--- config.mk ---
export PLATFORM = sky130hd
export DESIGN_NAME = button_conditioner
export DESIGN_NICKNAME = d
export VERILOG_FILES = /design/src/rtl/button_conditioner.sv
export SDC_FILE = /design/constraint.sdc
export NUM_CORES = 1
export LEC_CHECK = 0
export ABC_CLOCK_PERIOD_IN_PS = 3000
export CORE_ASPECT_RATIO = 1.2
export CORE_MARGIN = 2
export CORE_UTILIZATION = 59
export DETAILED_ROUTE_END_ITERATION = 8
export PLACE_DENSITY = 0.82
export SYNTH_ARGS = -nofsm -noshare
export SYNTH_HDL_FRONTEND = slang
export SYNTH_SLANG_ARGS = --single-unit
--- constraint.sdc ---
create_clock -name io_mainClk -period 3 [get_ports io_mainClk]
set_clock_uncertainty 0.15 [all_clocks]
set_input_delay 0.9 -clock io_mainClk [delete_from_list [all_inputs] [get_ports io_mainClk]]
set_output_delay 0.9 -clock io_mainClk [all_outputs]
set_load 0.03 [all_outputs]
--- src/rtl/button_conditioner.sv ---
// button_conditioner: synchronises, debounces and edge-detects push-button pads with sticky press flags
module button_conditioner #(
  parameter int NUM_BUTTONS     = 2,
  parameter int DEBOUNCE_CYCLES = 20000,
  parameter bit ACTIVE_LOW      = 1'b0
) (
  input  logic                       io_mainClk,
  input  logic                       io_resetn,
  input  logic [NUM_BUTTONS-1:0]     io_buttons,
  input  logic [NUM_BUTTONS-1:0]     io_clearSticky,
  output logic [NUM_BUTTONS-1:0]     io_level,
  output logic [NUM_BUTTONS-1:0]     io_pressPulse,
  output logic [NUM_BUTTONS-1:0]     io_releasePulse,
  output logic [NUM_BUTTONS-1:0]     io_pressSticky,
  output logic [2*NUM_BUTTONS-1:0]   io_status
);
  localparam int CW = $clog2(DEBOUNCE_CYCLES);
  localparam logic [CW-1:0] LAST = CW'(DEBOUNCE_CYCLES - 1);
  logic [NUM_BUTTONS-1:0] pad, s1, s2, differ, flip;
  logic [CW-1:0] cnt [NUM_BUTTONS];
  assign pad = ACTIVE_LOW ? ~io_buttons : io_buttons;
  assign differ = s2 ^ io_level;
  assign io_status = {io_pressSticky, io_level};
  always_comb begin
    flip = '0;
    for (int i = 0; i < NUM_BUTTONS; i++) flip[i] = differ[i] && cnt[i] == LAST;
  end
  // a set on the flip edge beats a simultaneous clear so no press is lost
  always_ff @(posedge io_mainClk) begin
    if (!io_resetn) begin
      s1              <= '0;
      s2              <= '0;
      io_level        <= '0;
      io_pressPulse   <= '0;
      io_releasePulse <= '0;
      io_pressSticky  <= '0;
      for (int i = 0; i < NUM_BUTTONS; i++) cnt[i] <= '0;
    end else begin
      s1              <= pad;
      s2              <= s1;
      io_level        <= io_level ^ flip;
      io_pressPulse   <= flip & s2;
      io_releasePulse <= flip & ~s2;
      io_pressSticky  <= (flip & s2) | (io_pressSticky & ~io_clearSticky);
      for (int i = 0; i < NUM_BUTTONS; i++) cnt[i] <= differ[i] && !flip[i] ? cnt[i] + CW'(1) : '0;
    end
  end
endmodule

# Word-level counts from Yosys, hierarchy flattened
# Memories as Yosys holds them, arrays and structs flattened.
# Cells that the tools add are included.
[totals]
register_bits = 12
mem_bits_rw = 30
in_bits = 6
output_inout_bits = 12
elab_cells = 33
mem_count = 1
[mem_list]
columns = ["memory", "words", "width", "rd", "rd_ports_with_merged_regs", "write_ports", "line_no", "rtl"]
rows = [
  ["cnt", 2, 15, 2, 0, 2, "20", "logic [CW-1:0] cnt [NUM_BUTTONS];"],
]
[op_classes]
addsub = 2
eq_ne = 2
muxes = 6
bitwise_logic = 10
n_reduce_logical = 6
[ops]
columns = ["operator", "count"]
rows = [
  ["2-to-1 mux 15 bit", 4],
  ["adder 15 x 1 -> 15 bit, second input constant", 2],
  ["== test 15 bit, second input constant", 2],
  ["bitwise AND 2 bit", 3],
  ["logical AND 1 bit", 4],
  ["inverter 2 bit", 2],
  ["bitwise XOR 2 bit", 2],
  ["zero test 1 bit", 2],
  ["2-to-1 mux 1 bit", 2],
  ["bitwise OR 1 bit", 2],
  ["bitwise OR 2 bit", 1],
]

# Logic depth before layout (Yosys ltp)
# Gate-level depths: netlist of run 1.
[depth]
ltp_word = 6
depth_mapped = 6
depth_no_buf = 5

# Least setup slack after synthesis of run 1
# No wires, ideal clock.
[synth_timing]
path_kind = "register to register"
start = "memory cnt[0][21] in the netlist's numbering"
end = "memory cnt[0][27] in the netlist's numbering"
setup_ps = 115
arrival_ps = 1594
required_ps = 2735
setup_slack_ps = 1142
stages_incl_launch_ff = 6
path_buffers = 1
synth_period_minus_slack_ps = 1858
cell_sequence = "dfxtp_1 or4b_4 nor4_4 nand3b_4 buf_8 nor2_1"
[synth_rtl]
columns = ["element", "line_no"]
rows = [
  ["start, declared", "20"],
]

==> results.tsv, run 1 <==
metric	value	unit
status	finished clean	
CTS root buf	clkbuf_4	
DIE AREA	0.00349	mm^2
port buffer count	17	
WHS Endpoint	s2[0]	
post-synth top area cell	dfxtp_1	
Yosys warning count	0	
post-synth top area share	47.1	%
post-cts repair resize count	0	
critical path type	flip-flop to primary output	
Placer Congestion	0.847	
critical path's top delay family	buffers and inverters	
Reg clk slew, reported paths	110	ps
clk sinks	42	
crit-path max cell delay	730	ps
Worst EP required	1950	ps
Post-synth EDFFs	0	
Tcrit/Tclk final	85.8	%
Ports	18	
largest net degree at the start of global routing	16	
Tightest Pin Transition	574	ps
Avg Cell Area, Syn	9.26	um^2
Gate Count Post-Synth	193	
# rows	21	
Post-CTS Setup Bufs	0	
TritonRoute pass-1 iters	4	
worst r2r path cells	5	
Post-Route WL	3230	um
Post-synth ARST share	0	%
DP Wirelength	2320	um
ys flop type	dfxtp_1	
CP Buf/Inv Count	1	
# H-tree levels	2	
Worst Setup Start Kind	flip-flop	
clock latency on the worst-skew pair	350	ps
ANT nets after route	0	
Synth top cells by count	dfxtp_1, nor2_1, xnor2_1	
Non-Filler Instances	245	
Finish-stage setup viols	0	
Slew Limit Headroom	61.6	%
post-synth cell types	29	
grt total ovfl	0	
vias per cell	5.52	
aggregate global-route resource usage	21.9	%
share of post-route cells with drive strength above 1	4.74	%
crit path cell chain	clkdlybuf4s50_1	
CP max FO	7	
hold path startpoint	s1[0]	
Core ar.	0.00284	mm^2
fill cell count	233	
Die Wd	54.2	um
CTS Buf Count	5	
Area contributors post-synth	dfxtp_1, xnor2_1, nor2_1	
Final nets	218	
f_max	0.388	GHz
Starting Density	63.0	%
final slew viol count	0	
CP endpoint kind	primary output	
Hold Crit Class	flip-flop to flip-flop	
max-cap viol count	0	
Tmin final	2570	ps
vias post-DR	1352	
Setup TNS	0	ps
Max Root-Sink Buffers	2	
reg-to-reg startpoint	cnt[0][0]	
CTS tree	built	
Worst Path Arrival	1520	ps
IR Drop Worst-Case VDD	0.421	mV
cell with the most instances after synthesis	dfxtp_1	
vias in the first global route	1329	
Hold Crit Depth	1	
mapped cell area	0.00179	mm^2
Pwr per Cell Area	459	mW/mm^2
unrepaired setup endpoints after global routing	no	
first-pass GRT wire length	5600	um
flop and latch count out of synthesis	42	
Seq/Total Area, Yosys	47.1	%
antenna fix cells	0	
Avg WL per Cell	13.2	um
Final Hold Vio Count	0	
slowest CP cell	clkdlybuf4s50_1	
placed cell count	237	
Area Overhead vs Synth	13.4	%
worst reg2reg endpoint	cnt[0][13]	
antenna violations before repair	0	
Initial DRC Count	34	
Mapped Nets	201	
worst reg2reg setup slack	1070	ps
Post-CTS Hold Buffers	0	
Die Height	64.3	um
Residual DRC	0	
leakage	0.000617	uW
layer usage:
layer | share of wire, % | routed length, um | track usage, % | up-vias
met5 | 0 | 0 | 0 | -
met4 | 1.8 | 59 | 9.06 | 0
met3 | 3.2 | 104 | 6.31 | 6
met2 | 57 | 1830 | 40.4 | 20
met1 | 38 | 1230 | 21.6 | 640
li1 | - | - | - | 686
stage by stage:
step | total power [uW] | instance area [um^2] | utilization [%] | hold slack (ps) | setup WS, ps
3_5_place_dp | 594 | 1950 | 68.7 | 275 | 738
2_1_floorplan | 585 | 1790 | - | 262 | 1140
3_3_place_gp | 593 | 1950 | 68.7 | 267 | 807
6_report | 930 | 2030 | 71.4 | 297 | 425
4_1_cts | 936 | 2030 | 71.4 | 304 | 390
5_1_grt | 965 | 2030 | 71.4 | 318 | 340
where the power goes:
part	switching (uW)	internal (uW)
Sequential	2.13	561
Clock	172	177
Combinational	7.97	10.1
placed cells by master, fill, tap and decap left out, drive strengths merged, types with 3 or more instances in the layout:
master and count:
nor4 8, xnor2 21, nand2 8, clkdlybuf4s50 17
clkbuf 7, nand4 8, nor4b 4, nor3 9
and2 5, xor2 7, nor3b 3, nor2 35
nand3 11, inv 8, dfxtp 42
state kept, by name, summed over array words and instances, names as in the netlist, named ones only:
| register | flops |
|---|---|
| cnt | 30 |
| io_pressPulse | 2 |
| io_pressSticky | 2 |
| io_releasePulse | 2 |
| s1 | 2 |
| s2 | 2 |
layout make-up:
type,instances,area [um^2],area share [%]
Tap cell,34,42.5,2.10
Timing Repair Buffer,18,178,8.77
Multi-Input combinational cell,135,860,42.4
Clock inverter,1,30.0,1.48
Inverter,8,30.0,1.48
Sequential cell,42,841,41.5
Clock buffer,7,45.0,2.22
how the worst max path moves through the flow:
stage             endpoint  slack (ps)  cells after the start
3_5_place_dp     cnt[0][5]         740                      3
5_1_grt        io_level[1]         340                      1
6_report       io_level[1]         430                      1
2_1_floorplan   cnt[0][27]        1140                      5
4_1_cts        io_level[1]         390                      1
3_3_place_gp     cnt[0][8]         810                      3
logic make-up (layout without fill, tap and decap cells):
family	count (synthesis)	after routing	synth area share, %
and+or+nand+nor	101	101	31.1
DFF	42	42	47.1
xor gates and xnor gates	28	28	13.7
buffers and inverters	16	34	4.83
adders and majority gates	2	2	1.40
AOI/OAI and AO/OA	2	2	0.771
muxes	2	2	1.12
Note: power is estimated with default switching activity, not from simulation.
==> run 2: changes to the inputs <==
==> config.mk (replaced) <==
export PLATFORM = sky130hd
export DESIGN_NAME = button_conditioner
export DESIGN_NICKNAME = d
export VERILOG_FILES = /design/src/rtl/button_conditioner.sv
export SDC_FILE = /design/constraint.sdc
export NUM_CORES = 1
export LEC_CHECK = 0
export ABC_CLOCK_PERIOD_IN_PS = 2400
export CORE_ASPECT_RATIO = 1.2
export CORE_MARGIN = 2
export CORE_UTILIZATION = 55
export DETAILED_ROUTE_END_ITERATION = 8
export PLACE_DENSITY = 0.77
export SYNTH_ARGS = -nofsm -noshare
export SYNTH_HDL_FRONTEND = slang
export SYNTH_SLANG_ARGS = --single-unit
==> constraint.sdc (replaced) <==
create_clock -name io_mainClk -period 2.4 [get_ports io_mainClk]
set_clock_uncertainty 0.15 [all_clocks]
set_input_delay 0.72 -clock io_mainClk [delete_from_list [all_inputs] [get_ports io_mainClk]]
set_output_delay 0.72 -clock io_mainClk [all_outputs]
set_load 0.03 [all_outputs]
==> results.tsv, run 2 (synthesized netlist as in run 1, its figures left out) <==
metric	value	unit	change
max-cap viol count	0		unchanged
Starting Density	58.0	%	-5.0 points
Worst EP required	1530	ps	-420 ps
Worst Setup Start Kind	flip-flop		
crit-path max cell delay	690	ps	-40 ps
Core ar.	0.00308	mm^2	+8.6%
TritonRoute pass-1 iters	4		unchanged
hold path startpoint	cnt[0][0]		
CP max FO	3		-4
Reg clk slew, reported paths	120	ps	about the same
area of the multi-input gates	860	um^2	unchanged
Hold Crit Class	flip-flop to flip-flop		
CTS root buf	clkbuf_4		
CP endpoint kind	primary output		
IR Drop Worst-Case VDD	0.759	mV	+80%
Die Height	66.4	um	+3.4%
final slew viol count	0		unchanged
Post-CTS Setup Bufs	0		unchanged
grt total ovfl	0		unchanged
f_max	0.438	GHz	
Tot Pwr	1300	uW	+40%
Tightest Pin Transition	570	ps	-4.02 ps
Die Wd	56.0	um	+3.3%
unrepaired setup endpoints after global routing	no		
Tmin final	2280	ps	
commonest non-fill, non-tap cell in the layout	dfxtp_1		
post-cts repair resize count	1		+1
Final nets	218		unchanged
design area	0.00207	mm^2	+2.2%
worst reg2reg setup slack	420	ps	-650 ps
ANT nets after route	0		unchanged
Tcrit/Tclk final	95.2	%	
Area Overhead vs Synth	15.9	%	
slowest CP cell	clkdlybuf4s50_1		
share of post-route cells with drive strength above 1	5.69	%	+0.95 points
Avg WL per Cell	12.6	um	-4.7%
crit path cell chain	clkdlybuf4s50_1		
Most flops, register	cnt		
Reg area	841	um^2	unchanged
CTS tree	built		
antenna fix cells	0		unchanged
aggregate global-route resource usage	19.2	%	-2.7 points
Max Root-Sink Buffers	2		unchanged
Ports	18		unchanged
Post-CTS Hold Buffers	0		unchanged
max reg flops	30		unchanged
largest net degree at the start of global routing	16		unchanged
critical path type	flip-flop to primary output		
Finish-stage setup viols	0		unchanged
clock latency on the worst-skew pair	350	ps	about the same
CTS Buf Count	5		unchanged
most frequent cells in the layout	dfxtp_1, nor2_1, xnor2_1		
DIE AREA	0.00372	mm^2	+6.8%
Slew Limit Headroom	61.9	%	+0.27 points
vias post-DR	1359		+0.52%
Setup TNS	0	ps	unchanged
CP startpoint	io_pressSticky[1]		
# H-tree levels	2		unchanged
CP Buf/Inv Count	1		unchanged
vias in the first global route	1357		+2.1%
antenna violations before repair	0		unchanged
Residual DRC	0		unchanged
port buffer count	17		unchanged
leakage	0.000697	uW	+13%
first-pass GRT wire length	5620	um	+0.50%
Final Hold Vio Count	0		unchanged
DP Wirelength	2340	um	+0.97%
reg-to-reg startpoint	cnt[0][21]		
critical path's top delay family	buffers and inverters		
Post-Route WL	3110	um	-3.9%
Worst Path Arrival	1410	ps	-110 ps
clk sinks	42		unchanged
Placed Instance Area	0.00195	mm^2	+0.13%
vias per cell	5.50		-0.30%
Placer Congestion	0.823		-2.7%
# rows	22		+4.8%
status	finished clean		
fill cell count	258		+11%
Initial DRC Count	32		-5.9%
Pwr per Cell Area	628	mW/mm^2	+37%
-- run 2: cell types whose count changed in the layout (fill, tap and decap cells not counted), sizes merged --
cell / previous run / this run
dlymetal6s2s: 0 / 3
clkbuf: 7 / 6
dlygate4sd2: 0 / 1
clkdlybuf4s50: 17 / 13
bufinv: 1 / 2
-- run 2: worst register-to-register path, cell delays in order, from the launching register on --
cell and delay, ps:
dfxtp_1 390, or4b_4 570, nor4_4 380, nand3b_4 310
nor2_1 80
-- run 2: metal layers --
| layer | track usage, % | part of all wire, % |
|---|---|---|
| met5 | 0 | 0 |
| met4 | 7.74 | 2.3 |
| met2 | 34.4 | 53 |
| met1 | 21.4 | 41 |
| met3 | 5.28 | 3.3 |
-- run 2: power by group --
| part | switching, uW | leakage [uW] | internal (uW) | total (uW) |
|---|---|---|---|---|
| clock network | 221 | 0.0000585 | 353 | 574 |
| registers | 2.91 | 0.000339 | 701 | 704 |
| logic | 9.66 | 0.000299 | 12.6 | 22.3 |
| total | 233 | 0.000697 | 1070 | 1300 |
-- run 2: area by class of cell --
type	count	area share, %
Multi-Input combinational cell	135	41.5
Clock inverter	2	2.90
Sequential cell	42	40.6
Timing Repair Buffer	18	8.88
Clock buffer	6	2.48
Inverter	8	1.45
Tap cell	36	2.18
-- run 2: worst paths after layout --
check / cells after the start / endpoint
setup reg to reg: 4 / cnt[0][25]
hold / removal: 1 / cnt[0][0]
setup / recovery: 1 / io_pressSticky[1]
hold reg to reg: 1 / cnt[0][0]
-- run 2: stage by stage --
step	utilization [%]	cells	hold slack, ps	setup WS (ps)
2_1_floorplan	-	193	262	542
3_3_place_gp	63.4	239	266	350
3_5_place_dp	63.4	239	284	237
4_1_cts	66.9	247	312	4.96
5_1_grt	67.2	247	322	57.4
6_report	67.2	247	301	116
==> run 3: changes to the inputs <==
==> config.mk (replaced) <==
export PLATFORM = sky130hd
export DESIGN_NAME = button_conditioner
export DESIGN_NICKNAME = d
export VERILOG_FILES = /design/src/rtl/button_conditioner.sv
export SDC_FILE = /design/constraint.sdc
export NUM_CORES = 1
export LEC_CHECK = 0
export CORE_ASPECT_RATIO = 1.2
export CORE_MARGIN = 2
export CORE_UTILIZATION = 61
export DETAILED_ROUTE_END_ITERATION = 8
export DONT_BUFFER_PORTS = 1
export PLACE_DENSITY = 0.86
export SYNTH_ARGS = -nofsm -noshare
export SYNTH_HDL_FRONTEND = slang
export SYNTH_SLANG_ARGS = --single-unit
==> results.tsv, run 3 (synthesized netlist as in run 1, its figures left out) <==
metric	value	unit	change
status	finished clean		
Worst Path Arrival	1130	ps	-280 ps
Core ar.	0.00279	mm^2	-9.7%
Post-Route WL	3050	um	-1.8%
vias in the first global route	1268		-6.6%
# rows	21		-4.5%
clock latency on the worst-skew pair	350	ps	about the same
leakage	0.000557	uW	-20%
port buffer count	0		-17
Finish-stage setup viols	0		unchanged
CTS tree	built		
unrepaired setup endpoints after global routing	no		
Tightest Pin Transition	675	ps	+105 ps
first-pass GRT wire length	5310	um	-5.6%
antenna fix cells	0		unchanged
Reg area	841	um^2	unchanged
Slew Limit Headroom	54.9	%	-6.9 points
Residual DRC	0		unchanged
WHS Endpoint	s2[1]		
worst slack at placement	463	ps	+227 ps
CTS root buf	clkbuf_4		
Tmin final	2000	ps	-288 ps
Final nets	202		-7.3%
CTS Buf Count	5		unchanged
final slew viol count	0		unchanged
IR Drop Worst-Case VDD	0.443	mV	-42%
CP max FO	5		+2
Tcrit/Tclk final	83.2	%	-12 points
Hold Crit Depth	1		unchanged
CP endpoint kind	primary output		
Pwr per Cell Area	579	mW/mm^2	-7.7%
worst reg2reg endpoint	cnt[0][10]		
max-cap viol count	0		unchanged
Ports	18		unchanged
clk sinks	42		unchanged
Area Overhead vs Synth	3.64	%	
worst reg2reg setup slack	450	ps	+30 ps
Die Wd	53.4	um	-4.7%
TritonRoute pass-1 iters	4		unchanged
Most flops, register	cnt		
worst r2r path cells	5		+1
reg-to-reg startpoint	cnt[0][0]		
share of post-route cells with drive strength above 1	6.67	%	+0.98 points
DP Wirelength	2220	um	-5.1%
final setup margin	404	ps	+288 ps
vias per cell	5.54		+0.64%
Post-CTS Hold Buffers	0		unchanged
fill cell count	214		-17%
post-cts repair resize count	0		-1
Avg WL per Cell	13.3	um	+5.9%
Worst EP required	1530	ps	about the same
placed cell count	221		-7.5%
grt total ovfl	0		unchanged
area of the multi-input gates	860	um^2	unchanged
Reg clk slew, reported paths	110	ps	about the same
critical path type	flip-flop to primary output		
Non-Filler Instances	229		-7.3%
Tot Pwr	1070	uW	-17%
largest net degree at the start of global routing	16		unchanged
antenna violations before repair	0		unchanged
Max Root-Sink Buffers	2		unchanged
aggregate global-route resource usage	21.3	%	+2.1 points
max reg flops	30		unchanged
vias post-DR	1268		-6.7%
# H-tree levels	2		unchanged
Initial DRC Count	26		-19%
Post-CTS Setup Bufs	0		unchanged
hold path startpoint	s1[1]		
Hold Crit Class	flip-flop to flip-flop		
most frequent cells in the layout	dfxtp_1, nor2_1, xnor2_1		
ANT nets after route	0		unchanged
Placer Congestion	0.859		+4.3%
commonest non-fill, non-tap cell in the layout	dfxtp_1		
f_max	0.501	GHz	+14%
Worst Setup Start Kind	flip-flop		
Starting Density	64.2	%	+6.2 points
DIE AREA	0.00338	mm^2	-9.2%
Final Hold Vio Count	0		unchanged
Setup TNS	0	ps	unchanged
Die Height	63.3	um	-4.7%
-- run 3: cell types whose count changed in the layout (fill, tap and decap cells not counted), sizes merged --
| cell | change |
|---|---|
| dlymetal6s2s | -3 |
| bufinv | -2 |
| clkdlybuf4s50 | -13 |
| clkinv | +1 |
| clkinvlp | +1 |
| buf | +1 |
| dlygate4sd2 | -1 |
-- run 3: worst register-to-register path: stages, from the launching register on --
cell	delay, ps
dfxtp_1	380
ha_1	230
and4_1	260
nand4b_1	170
nand3_1	490
nor2_1	130
-- run 3: through the flow --
stage,area [um^2],hold WS [ps],util (%)
2_1_floorplan,1790,262,-
3_3_place_gp,1790,264,64.2
3_5_place_dp,1790,273,64.2
4_1_cts,1850,304,66.5
5_1_grt,1850,311,66.5
6_report,1850,298,66.5
-- run 3: how the worst max path moves through the flow --
| stage | start | to | cells after the start |
|---|---|---|---|
| final | flip-flop | io_status[1] | 0 |
| after CTS | flip-flop | io_status[1] | 0 |
| after detailed placement | cnt[0][0] | cnt[0][10] | 5 |
| after floorplan | cnt[0][21] | cnt[0][27] | 5 |
| after global routing | flip-flop | io_status[1] | 0 |
| after global placement | cnt[0][21] | cnt[0][23] | 4 |
-- run 3: final cells by class --
cell class	instances	share of cell area, %
inverters	8	1.62
clock buffers	6	2.77
repair buffers	2	0.811
multi-input cells	135	46.4
clock inverters	2	0.676
flip-flops and latches	42	45.4
well taps	34	2.30
-- run 3: per-layer routing --
metal  vias to the layer above  global-route usage [%]  wire, um  share of wire (%)
met5                         -                       0         0                  0
met4                         0                    8.65        50                1.6
met3                         7                    7.35       108                3.5
met2                        19                    37.7      1650                 54
met1                       593                    21.9      1240                 41
li1                        649                       -         -                  -
-- run 3: power by group --
group | internal (uW) | switching, uW | leakage [uW]
logic | 4.62 | 5.94 | 0.000184
clock network | 141 | 218 | 0.0000343
registers | 701 | 2.79 | 0.000339
